==> src/rtl/hazard_unit.sv <==
// Hazard controller for the five-stage core: a shadow D/E/M/W pipeline drives stalls, flushes and E-operand forwards.
// Latency: every output is combinational from shadow state and current inputs; shadow state advances on each edge.
// Backpressure: a data-memory wait freezes F/D/E/M and drains W; load-use and pending branches stall the front end.
module hazard_unit (
    input  logic       clk,
    input  logic       reset,
    input  logic [3:0] RA1D,
    input  logic [3:0] RA2D,
    input  logic [3:0] RsD,
    input  logic       UsesRsD,
    input  logic [3:0] RdD,
    input  logic       RegWriteD,
    input  logic       MemtoRegD,
    input  logic       MemWriteD,
    input  logic       PCSrcD,
    input  logic       CondExE,
    input  logic       MemReadyM,
    output logic       StallF,
    output logic       StallD,
    output logic       FlushD,
    output logic       FlushE,
    output logic       StallEM,
    output logic       FlushW,
    output logic [1:0] ForwardAE,
    output logic [1:0] ForwardBE,
    output logic [1:0] ForwardSE
);

    typedef struct packed {
        logic       valid;
        logic [3:0] rd;
        logic       reg_write;
        logic       mem_to_reg;
        logic       mem_write;
        logic       pc_src;
    } stage_t;

    typedef struct packed {
        stage_t     ctl;
        logic [3:0] ra1;
        logic [3:0] ra2;
        logic [3:0] rs;
        logic       uses_rs;
    } ex_stage_t;

    // W keeps only what forwarding and the PC redirect observe.
    typedef struct packed {
        logic       valid;
        logic [3:0] rd;
        logic       reg_write;
        logic       pc_src;
    } wb_stage_t;

    logic      valid_d_q, valid_d_d;
    ex_stage_t ex_q, ex_d;
    stage_t    mem_q, mem_d;
    wb_stage_t wb_q, wb_d;

    ex_stage_t dec;
    logic      memwait;
    logic      ldstall;
    logic      bpend;
    logic      redirect_w;

    function automatic logic load_hit(input stage_t e, input logic [3:0] r);
        return e.valid & e.reg_write & e.mem_to_reg & (e.rd == r) & (r != 4'd15);
    endfunction

    // R15 reads come from the regfile as PC+8, so they are never forwarded.
    function automatic logic [1:0] fwd_sel(input stage_t m, input wb_stage_t w, input logic [3:0] s);
        logic [1:0] sel;
        sel = 2'b00;
        if (m.valid & m.reg_write & (m.rd == s) & (s != 4'd15)) begin
            sel = 2'b10;
        end else if (w.valid & w.reg_write & (w.rd == s) & (s != 4'd15)) begin
            sel = 2'b01;
        end
        return sel;
    endfunction

    always_comb begin
        dec = '0;
        if (valid_d_q) begin
            dec.ctl.valid      = 1'b1;
            dec.ctl.rd         = RdD;
            dec.ctl.reg_write  = RegWriteD;
            dec.ctl.mem_to_reg = MemtoRegD;
            dec.ctl.mem_write  = MemWriteD;
            dec.ctl.pc_src     = PCSrcD;
            dec.ra1            = RA1D;
            dec.ra2            = RA2D;
            dec.rs             = RsD;
            dec.uses_rs        = UsesRsD;
        end
    end

    always_comb begin
        memwait    = mem_q.valid & (mem_q.mem_to_reg | mem_q.mem_write) & ~MemReadyM;
        ldstall    = valid_d_q & (load_hit(ex_q.ctl, RA1D) | load_hit(ex_q.ctl, RA2D)
                                  | (UsesRsD & load_hit(ex_q.ctl, RsD)));
        bpend      = (valid_d_q & PCSrcD) | (ex_q.ctl.valid & ex_q.ctl.pc_src)
                   | (mem_q.valid & mem_q.pc_src);
        redirect_w = wb_q.valid & wb_q.pc_src;
    end

    always_comb begin
        StallF    = memwait | ldstall | bpend;
        StallD    = memwait | ldstall;
        StallEM   = memwait;
        FlushW    = memwait;
        FlushD    = ~StallD & (bpend | redirect_w);
        FlushE    = ~memwait & ldstall;
        ForwardAE = fwd_sel(mem_q, wb_q, ex_q.ra1);
        ForwardBE = fwd_sel(mem_q, wb_q, ex_q.ra2);
        ForwardSE = fwd_sel(mem_q, wb_q, ex_q.rs);
    end

    always_comb begin
        valid_d_d = valid_d_q;
        ex_d      = ex_q;
        mem_d     = mem_q;
        wb_d      = wb_q;
        if (memwait) begin
            wb_d = '0;
        end else begin
            wb_d.valid     = mem_q.valid;
            wb_d.rd        = mem_q.rd;
            wb_d.reg_write = mem_q.reg_write;
            wb_d.pc_src    = mem_q.pc_src;

            // A failed condition in E cancels both the register write and the redirect.
            mem_d            = ex_q.ctl;
            mem_d.reg_write  = ex_q.ctl.reg_write & CondExE;
            mem_d.mem_to_reg = ex_q.ctl.mem_to_reg & CondExE;
            mem_d.mem_write  = ex_q.ctl.mem_write & CondExE;
            mem_d.pc_src     = ex_q.ctl.pc_src & CondExE;

            ex_d = FlushE ? '0 : dec;

            if (!StallD) begin
                valid_d_d = ~FlushD;
            end
        end
    end

    always_ff @(posedge clk) begin
        if (reset) begin
            valid_d_q <= 1'b0;
            ex_q      <= '0;
            mem_q     <= '0;
            wb_q      <= '0;
        end else begin
            valid_d_q <= valid_d_d;
            ex_q      <= ex_d;
            mem_q     <= mem_d;
            wb_q      <= wb_d;
        end
    end

endmodule

==> config.mk <==
export PLATFORM = sky130hd
export DESIGN_NAME = hazard_unit
export DESIGN_NICKNAME = d
export VERILOG_FILES = /design/src/rtl/hazard_unit.sv
export SDC_FILE = /design/constraint.sdc
export NUM_CORES = 1
export LEC_CHECK = 0
export ABC_CLOCK_PERIOD_IN_PS = 3700
export CORE_ASPECT_RATIO = 1.2
export CORE_MARGIN = 4
export CORE_UTILIZATION = 45
export DETAILED_ROUTE_END_ITERATION = 10
export PLACE_DENSITY_LB_ADDON = 0.1
export SLEW_MARGIN = 15
export SYNTH_ARGS = -nofsm -noshare
export SYNTH_HDL_FRONTEND = slang
export SYNTH_SLANG_ARGS = --single-unit
==> constraint.sdc <==
create_clock -name clk -period 3.7 [get_ports clk]
set_input_delay 0.74 -clock clk [delete_from_list [all_inputs] [get_ports clk]]
set_output_delay 0.74 -clock clk [all_outputs]
set_load 0.05 [all_outputs]
Yosys cells after proc, flatten, opt, wreduce, memory -nomap -nowiden

Index checks and enable logic that the tools add are counted.
W data, S select, Z words.

Mux-type cells: 8
Reductions and logical operators: 2
Bitwise gates (word level): 48
Equal/unequal tests: 15

Operators by type and width:

| operator             | count |
|---|---|
| $mux W22             | 2 |
| $and A1 B1 Y1        | 36 |
| $eq A4 B4 Y1         | 9 |
| $ne A4 B4 Y1 const B | 6 |
| $or A1 B1 Y1         | 8 |
| $mux W2              | 3 |
| $not A1 Y1           | 4 |
| $mux W1              | 3 |
| $reduce_and A2 Y1    | 1 |
| $reduce_or A2 Y1     | 1 |

Bits in registers: 38
Input port bits: 25
Output and inout port bits: 12

Longest topological paths before layout

Gate-level depths: netlist of run 1.

Depth in word-level cells: 11
Gate-level depth with buffers: 7
Depth with buffers taken out: 6

Worst setup path before layout of run 1

OpenSTA, ideal clock, no wires.

Kind: register to output
Start point: reg mem_q[6] (netlist bit)
End point: out ForwardBE[0]
Required time: 2960 ps
Path buffers: 0
Slack: -30 ps
Cell stages (with the launch flop): 5
Arrival: 2990 ps
Cells stage by stage: dfxtp_1 > xnor2_1 > nand2_1 > nor4b_1 > nor2_1

Longest elaborated chain between the ends: 4

RTL lines:

| item                        | RTL line | RTL |
|---|---|---|
| start: declaration          | 56       | `stage_t mem_q, mem_d;` |
| start signal: assignment    | 155      | `mem_q <= mem_d;` |
| $eq A4 B4 Y1                | 73       | `if (m.valid & m.reg_write & (m.rd == s) & (s != 4'd15)) begin` |
| $and A1 B1 Y1 (2 in series) | 73       |  |
| $mux W2                     | 73       |  |
| end: declaration            | 25       | `output logic [1:0] ForwardBE,` |

No other way between the ends.

Final worst setup path of run 1

Start point: in RsD[3]
End point: out FlushD

Longest elaborated chain between the ends: 9

RTL lines:

| item                            | RTL line | RTL |
|---|---|---|
| start: declaration              | 9        | `input logic [3:0] RsD,` |
| $eq A4 B4 Y1                    | 66       | `return e.valid & e.reg_write & e.mem_to_reg & (e.rd == r) & (r != 4'd15);` |
| $and A1 B1 Y1                   | 66       |  |
| $and A1 B1 Y1 (*)               | 66       |  |
| $and A1 B1 Y1 (*)               | 100      | `\| (UsesRsD & load_hit(ex_q.ctl, RsD)));` |
| $or A1 B1 Y1 (*)                | 100      |  |
| $and A1 B1 Y1 (*)               | 99       | `ldstall = valid_d_q & (load_hit(ex_q.ctl, RA1D) \| load_hit(ex_q.ctl, RA2D)` |
| $or A1 B1 Y1 (*)                | 108      | `StallD = memwait \| ldstall;` |
| $not A1 Y1 (no source line) (*) | --       |  |
| $and A1 B1 Y1 (*)               | 111      | `FlushD = ~StallD & (bpend \| redirect_w);` |
| end: declaration                | 20       | `output logic FlushD,` |

Mark *: on every way between the ends. The rest lies on a longest branch, timed or not.

==> results.toml, run 1 <==
[detailed_routing]
drc_errors = 0
drt-pass1-iter-count = 4
wire_per_inst_um = 15.6
drt_iter0_markers = 131
via_per_inst = 5.35
via_count = 1526
antenna_left = 0
drt-total-wl_um = 4440

[sta]
relSlewSlack_pct = 46.5
max_slew.worst_pin.slew_ps = 800
grt_setup_unrepaired = "false"
clock_skew_ps = 5.98
finalSetupTns_ps = 0
hold_viol = 0
max_freq_mhz = 302
hold_slack_ps = 474
fin_crit_sh_pct = 89.6
fin_ws_ps = 386
period_minus_slack_ps = 3310
finalSetupViolCount = 0
slew_violations = 0

[placement]
place.detailed.instances = 279
pre_cts_ws_ps = 436
routabilityCongestion = 0.877
portBuffers = 36
dpl.hpwl_um = 3350
postPlaceCellArea_sq_um = 2210

[clock_network]
cts-hold-fix-buffers = 0
clk_pin_slew_ps = 60
tritoncts = "built"
clock-sinks = 38
htreeDepth = 2
ctsResizeCount = 0
clk_latency_ps = 290
cts-root-buf = "clkbuf_8"
post_cts_buffers = 0
cts_buffers = 5
clock_path_buffers = 2

[floorplanning]
core.rowCount = 25
die-area_sq_um = 5140
start_util_pct = 46.3
die_w_um = 66.1
fp.dieH_um = 77.7
core_area_sq_um = 3940
ios = 37

[finish]
nets = 257
drive_above_1_share_pct = 9.52
layout.cells.non_filler = 285
fin_util_pct = 58.1
areaGrowthSynthToFinish_pct = 25.4
diodes = 0
stdcell_area_sq_um = 2290

[setup_path]
cp.required_ps = 2960
reg2reg_slack_ps = 1690
setup.worst_path.end_class = "primary output"
arrival_ps = 2570
crit_type = "input pin to primary output"
start_kind = "input pin"
crit_fanout = 4

[grt]
globalRouteTotalUtil_pct = 19.1
grt_pass1_vias = 1600
grt_util_met1_pct = 22.9
grt_pass1_wl_um = 7490
globalRouteMet2Util_pct = 30.7
antenna_found_initial = 0
busiest_layer = "met2"
grt_max_degree = 22
use_met3_pct = 6.37
grt.overflow.total = 0

[run_status]
status = "finished clean"

[job]
max_cap_violations = 0

[logic_synthesis]
yosysSeqAreaShare_pct = 41.7
netlist_area_sq_um = 1820
ys.warnings.count = 0
netlist_instances = 200
synth.area.top_cells = "dfxtp_1 (42%), a22o_1 (9.1%), xor2_1 (7.7%)"
yosysTopAreaCell = "dfxtp_1"
synth-seq-cells = 38
synth_cell_type_count = 34
synth_top_area_share_pct = 41.7
syn_nets = 225
avgSynthCellArea_sq_um = 9.12

[power_and_ir_drop]
power_mw = 0.817
power_density_nw_per_um2 = 357
cellLeakagePower_nw = 0.921
vdd_drop_max_mv = 0.215

[hold_path]
hp-class = "register to register"
synth_stat cells (all sizes together):
master / count
and2b: 1
a21oi: 14
and2: 8
xor2: 16
or2: 1
nor4b: 2
nand3: 14
a41oi: 1
and3: 2
nor4: 3
a22oi: 2
a31oi: 1
o31ai: 1
a21o: 1
inv: 2
clkbuf: 3
or4: 1
and4: 1
buf: 9
nand4: 3
dfxtp: 38
a22o: 20
nor2: 10
o21ai: 5
nor3: 3
o22ai: 1
xnor2: 13
nand2: 24
sequential cells by signal, indices dropped and copies added, names as in the netlist:
| signal | count |
|---|---|
| ex_q | 21 |
| mem_q | 9 |
| wb_q | 7 |
| valid_d_q | 1 |
worst paths after layout:
path,startpoint,to,cells past startpoint
min reg2reg,mem_q[3],mem_q[3],2
max reg2reg,ex_q[17],ex_q[15],5
max,RsD[3],FlushD,7
min,mem_q[3],mem_q[3],2
cell families (layout without fill, tap and decap cells):
group           after synthesis  in the layout  synth area share [%]
compound gates               46             46                  18.3
xor+xnor                     29             29                  13.9
buf+inv                      14             45                  5.28
flops                        38             38                  41.7
simple gates                 73             73                  20.8
critical path, cell delays in order:
cell and delay (ps):
clkdlybuf4s50_1 530, xor2_1 190, nor3_2 50, and4_4 210
o21ai_0 410, and3_1 300, buf_12 150
placed cells by master (no fill, tap or decap), drive strengths merged, types with 2 or more instances in the layout:
cell type and instances:
dfxtp 38, clkdlybuf4s50 30, nand2 24, a22o 20, xor2 16, nand3 14, a21oi 14, xnor2 13
nor2 10, and2 8, buf 7, clkbuf 6, o21ai 5, nand4 3, nor4 3, nor3 3
inv 2, and3 2, a22oi 2, nor4b 2
cell type report:
class	instances	area, sq um
clock buffers	6	82.6
fillers	383	1650
inverters	2	7.51
multi-input cells	148	980
flip-flops and latches	38	761
well taps	54	67.6
repair buffers	37	390
report_power, final:
part           internal (mW)  total, mW  switching (mW)
sequential             0.423      0.444          0.0210
combinational         0.0550     0.0958          0.0408
clock                  0.144      0.277           0.133
total                  0.622      0.817           0.195
metal layers:
| metal | wire, um | part of all wire, % |
|---|---|---|
| met1 | 1950 | 44 |
| met2 | 2150 | 48 |
| met3 | 217 | 4.9 |
| met4 | 116 | 2.6 |
| met5 | 0 | 0 |
No activity file was read; power rests on OpenSTA's default activity.
==> run 2, diff against run 1 <==
- GPL_ROUTABILITY_DRIVEN: unset -> 1
==> results of run 2 <==
No change in the layout: final DEF, timing and power equal those of run 1.
==> run 3, diff against run 2 <==
- GPL_ROUTABILITY_DRIVEN: 1 -> 0
==> results.toml, run 3 (synthesized netlist as in run 1, its figures left out) <==
[placement]
dpl.hpwl_um = 3460
place.detailed.instances = 279
postPlaceCellArea_sq_um = 2210
portBuffers = 36

[power_and_ir_drop]
p_clk_share_pct = 34.9
intPower_mw = 0.628
netSwitchingFraction_pct = 24.3
power_density_nw_per_um2 = 361
seq_power_share_pct = 53.5
cellLeakagePower_nw = 0.926
p_sw_mw = 0.202
combPwrFrac_pct = 11.6
vdd_drop_max_mv = 0.229

[floorplanning]
ios = 37
die_w_um = 66.1
fp.dieH_um = 77.7
core_area_sq_um = 3940
start_util_pct = 46.3
core.rowCount = 25
die-area_sq_um = 5140

[clock_network]
clock-sinks = 38
cts_buffers = 5
clock_path_buffers = 2
tritoncts = "built"
clk_pin_slew_ps = 70
htreeDepth = 2
cts-hold-fix-buffers = 0
clk_latency_ps = 280
ctsResizeCount = 0
cts-root-buf = "clkbuf_8"
post_cts_buffers = 0

[finish]
diodes = 0
layout.cells.non_filler = 287
drive_above_1_share_pct = 9.87
largest_reg_flops = 21
largestRegisters = "ex_q x21, mem_q x9, wb_q x7"
regMostFlops = "ex_q"
final_common_cell = "dfxtp_1"
fin_util_pct = 58.3
areaGrowthSynthToFinish_pct = 25.9
num-fill-cells = 358
nets = 257
stdcell_area_sq_um = 2300
final_cell_mix = "dfxtp_1 (38), clkdlybuf4s50_1 (30), nand2_1 (24)"

[detailed_routing]
via_per_inst = 5.50
drc_errors = 0
wire_per_inst_um = 15.9
via_count = 1578
drt_iter0_markers = 113
drt-pass1-iter-count = 4
antenna_left = 0
drt-total-wl_um = 4570

[setup_path]
arrival_ps = 2610
start_kind = "input pin"
cp.required_ps = 2960
crit_type = "input pin to primary output"
setup.worst_path.end_class = "primary output"
crit_fanout = 4

[run_status]
status = "finished clean"

[sta]
hold_slack_ps = 475
relSlewSlack_pct = 48.8
finalSetupTns_ps = 0
clock_skew_ps = 4.85
fin_crit_sh_pct = 90.5
period_minus_slack_ps = 3350
max_slew.worst_pin.slew_ps = 765
max_freq_mhz = 299
hold_viol = 0
slew_violations = 0
grt_setup_unrepaired = "false"
finalSetupViolCount = 0

[grt]
grt.overflow.total = 0
globalRouteTotalUtil_pct = 19.5
grt_max_degree = 22
grt_pass1_vias = 1605
grt_pass1_wl_um = 7730
antenna_found_initial = 0

[job]
max_cap_violations = 0

[hold_path]
hp-class = "register to register"
[run 3: through the flow]
| stage | total power, mW | setup slack, ps |
|---|---|---|
| 5_1_grt | 0.866 | 185 |
| 3_5_place_dp | 0.550 | 381 |
| 4_1_cts | 0.838 | 358 |
| 2_1_floorplan | 0.505 | 83.6 |
| 3_3_place_gp | 0.547 | 424 |
| 6_report | 0.830 | 350 |
[run 3: routing by layer]
| layer | part of all wire, % | track usage, % | vias up |
|---|---|---|---|
| li1 | - | - | 772 |
| met1 | 41 | 23.5 | 745 |
| met2 | 52 | 33.6 | 55 |
| met3 | 6.5 | 5.07 | 6 |
| met4 | 0.87 | 5.49 | 0 |
| met5 | 0 | 0 | - |
[run 3: final timing paths]
kind | from | to | slack (ps) | cells after the start
worst max-delay path | RA2D[2] | FlushD | 350 | 7
worst max register to register | ex_q[17] | ex_q[13] | 1710 | 5
worst min-delay path | mem_q[1] | mem_q[1] | 470 | 2
worst min register to register | mem_q[1] | mem_q[1] | 470 | 2
[run 3: layout make-up]
class | count | area, sq um | share of cell area [%]
multi-input combinational | 148 | 980 | 42.6
sequential | 38 | 761 | 33.1
timing repair buffer | 37 | 390 | 17.0
clock buffer | 7 | 86.3 | 3.76
tap | 54 | 67.6 | 2.94
inverter | 2 | 7.51 | 0.327
clock inverter | 1 | 5.00 | 0.218
[run 3: power by group through the flow]
| stage | Sequential [mW] | Clock, mW | Combinational, mW |
|---|---|---|---|
| 3_5_place_dp | 0.453 | 0 | 0.0962 |
| 6_report | 0.444 | 0.290 | 0.0965 |
| 2_1_floorplan | 0.444 | 0 | 0.0617 |
| 4_1_cts | 0.444 | 0.298 | 0.0970 |
| 5_1_grt | 0.446 | 0.315 | 0.105 |
| 3_3_place_gp | 0.453 | 0 | 0.0942 |
[run 3: critical path: stages]
cell and delay [ps]:
clkdlybuf4s50_1 440, and2_1 170, a21oi_1 190, o22ai_2 150, o21ai_0 460, and3_1 310, buf_12 150
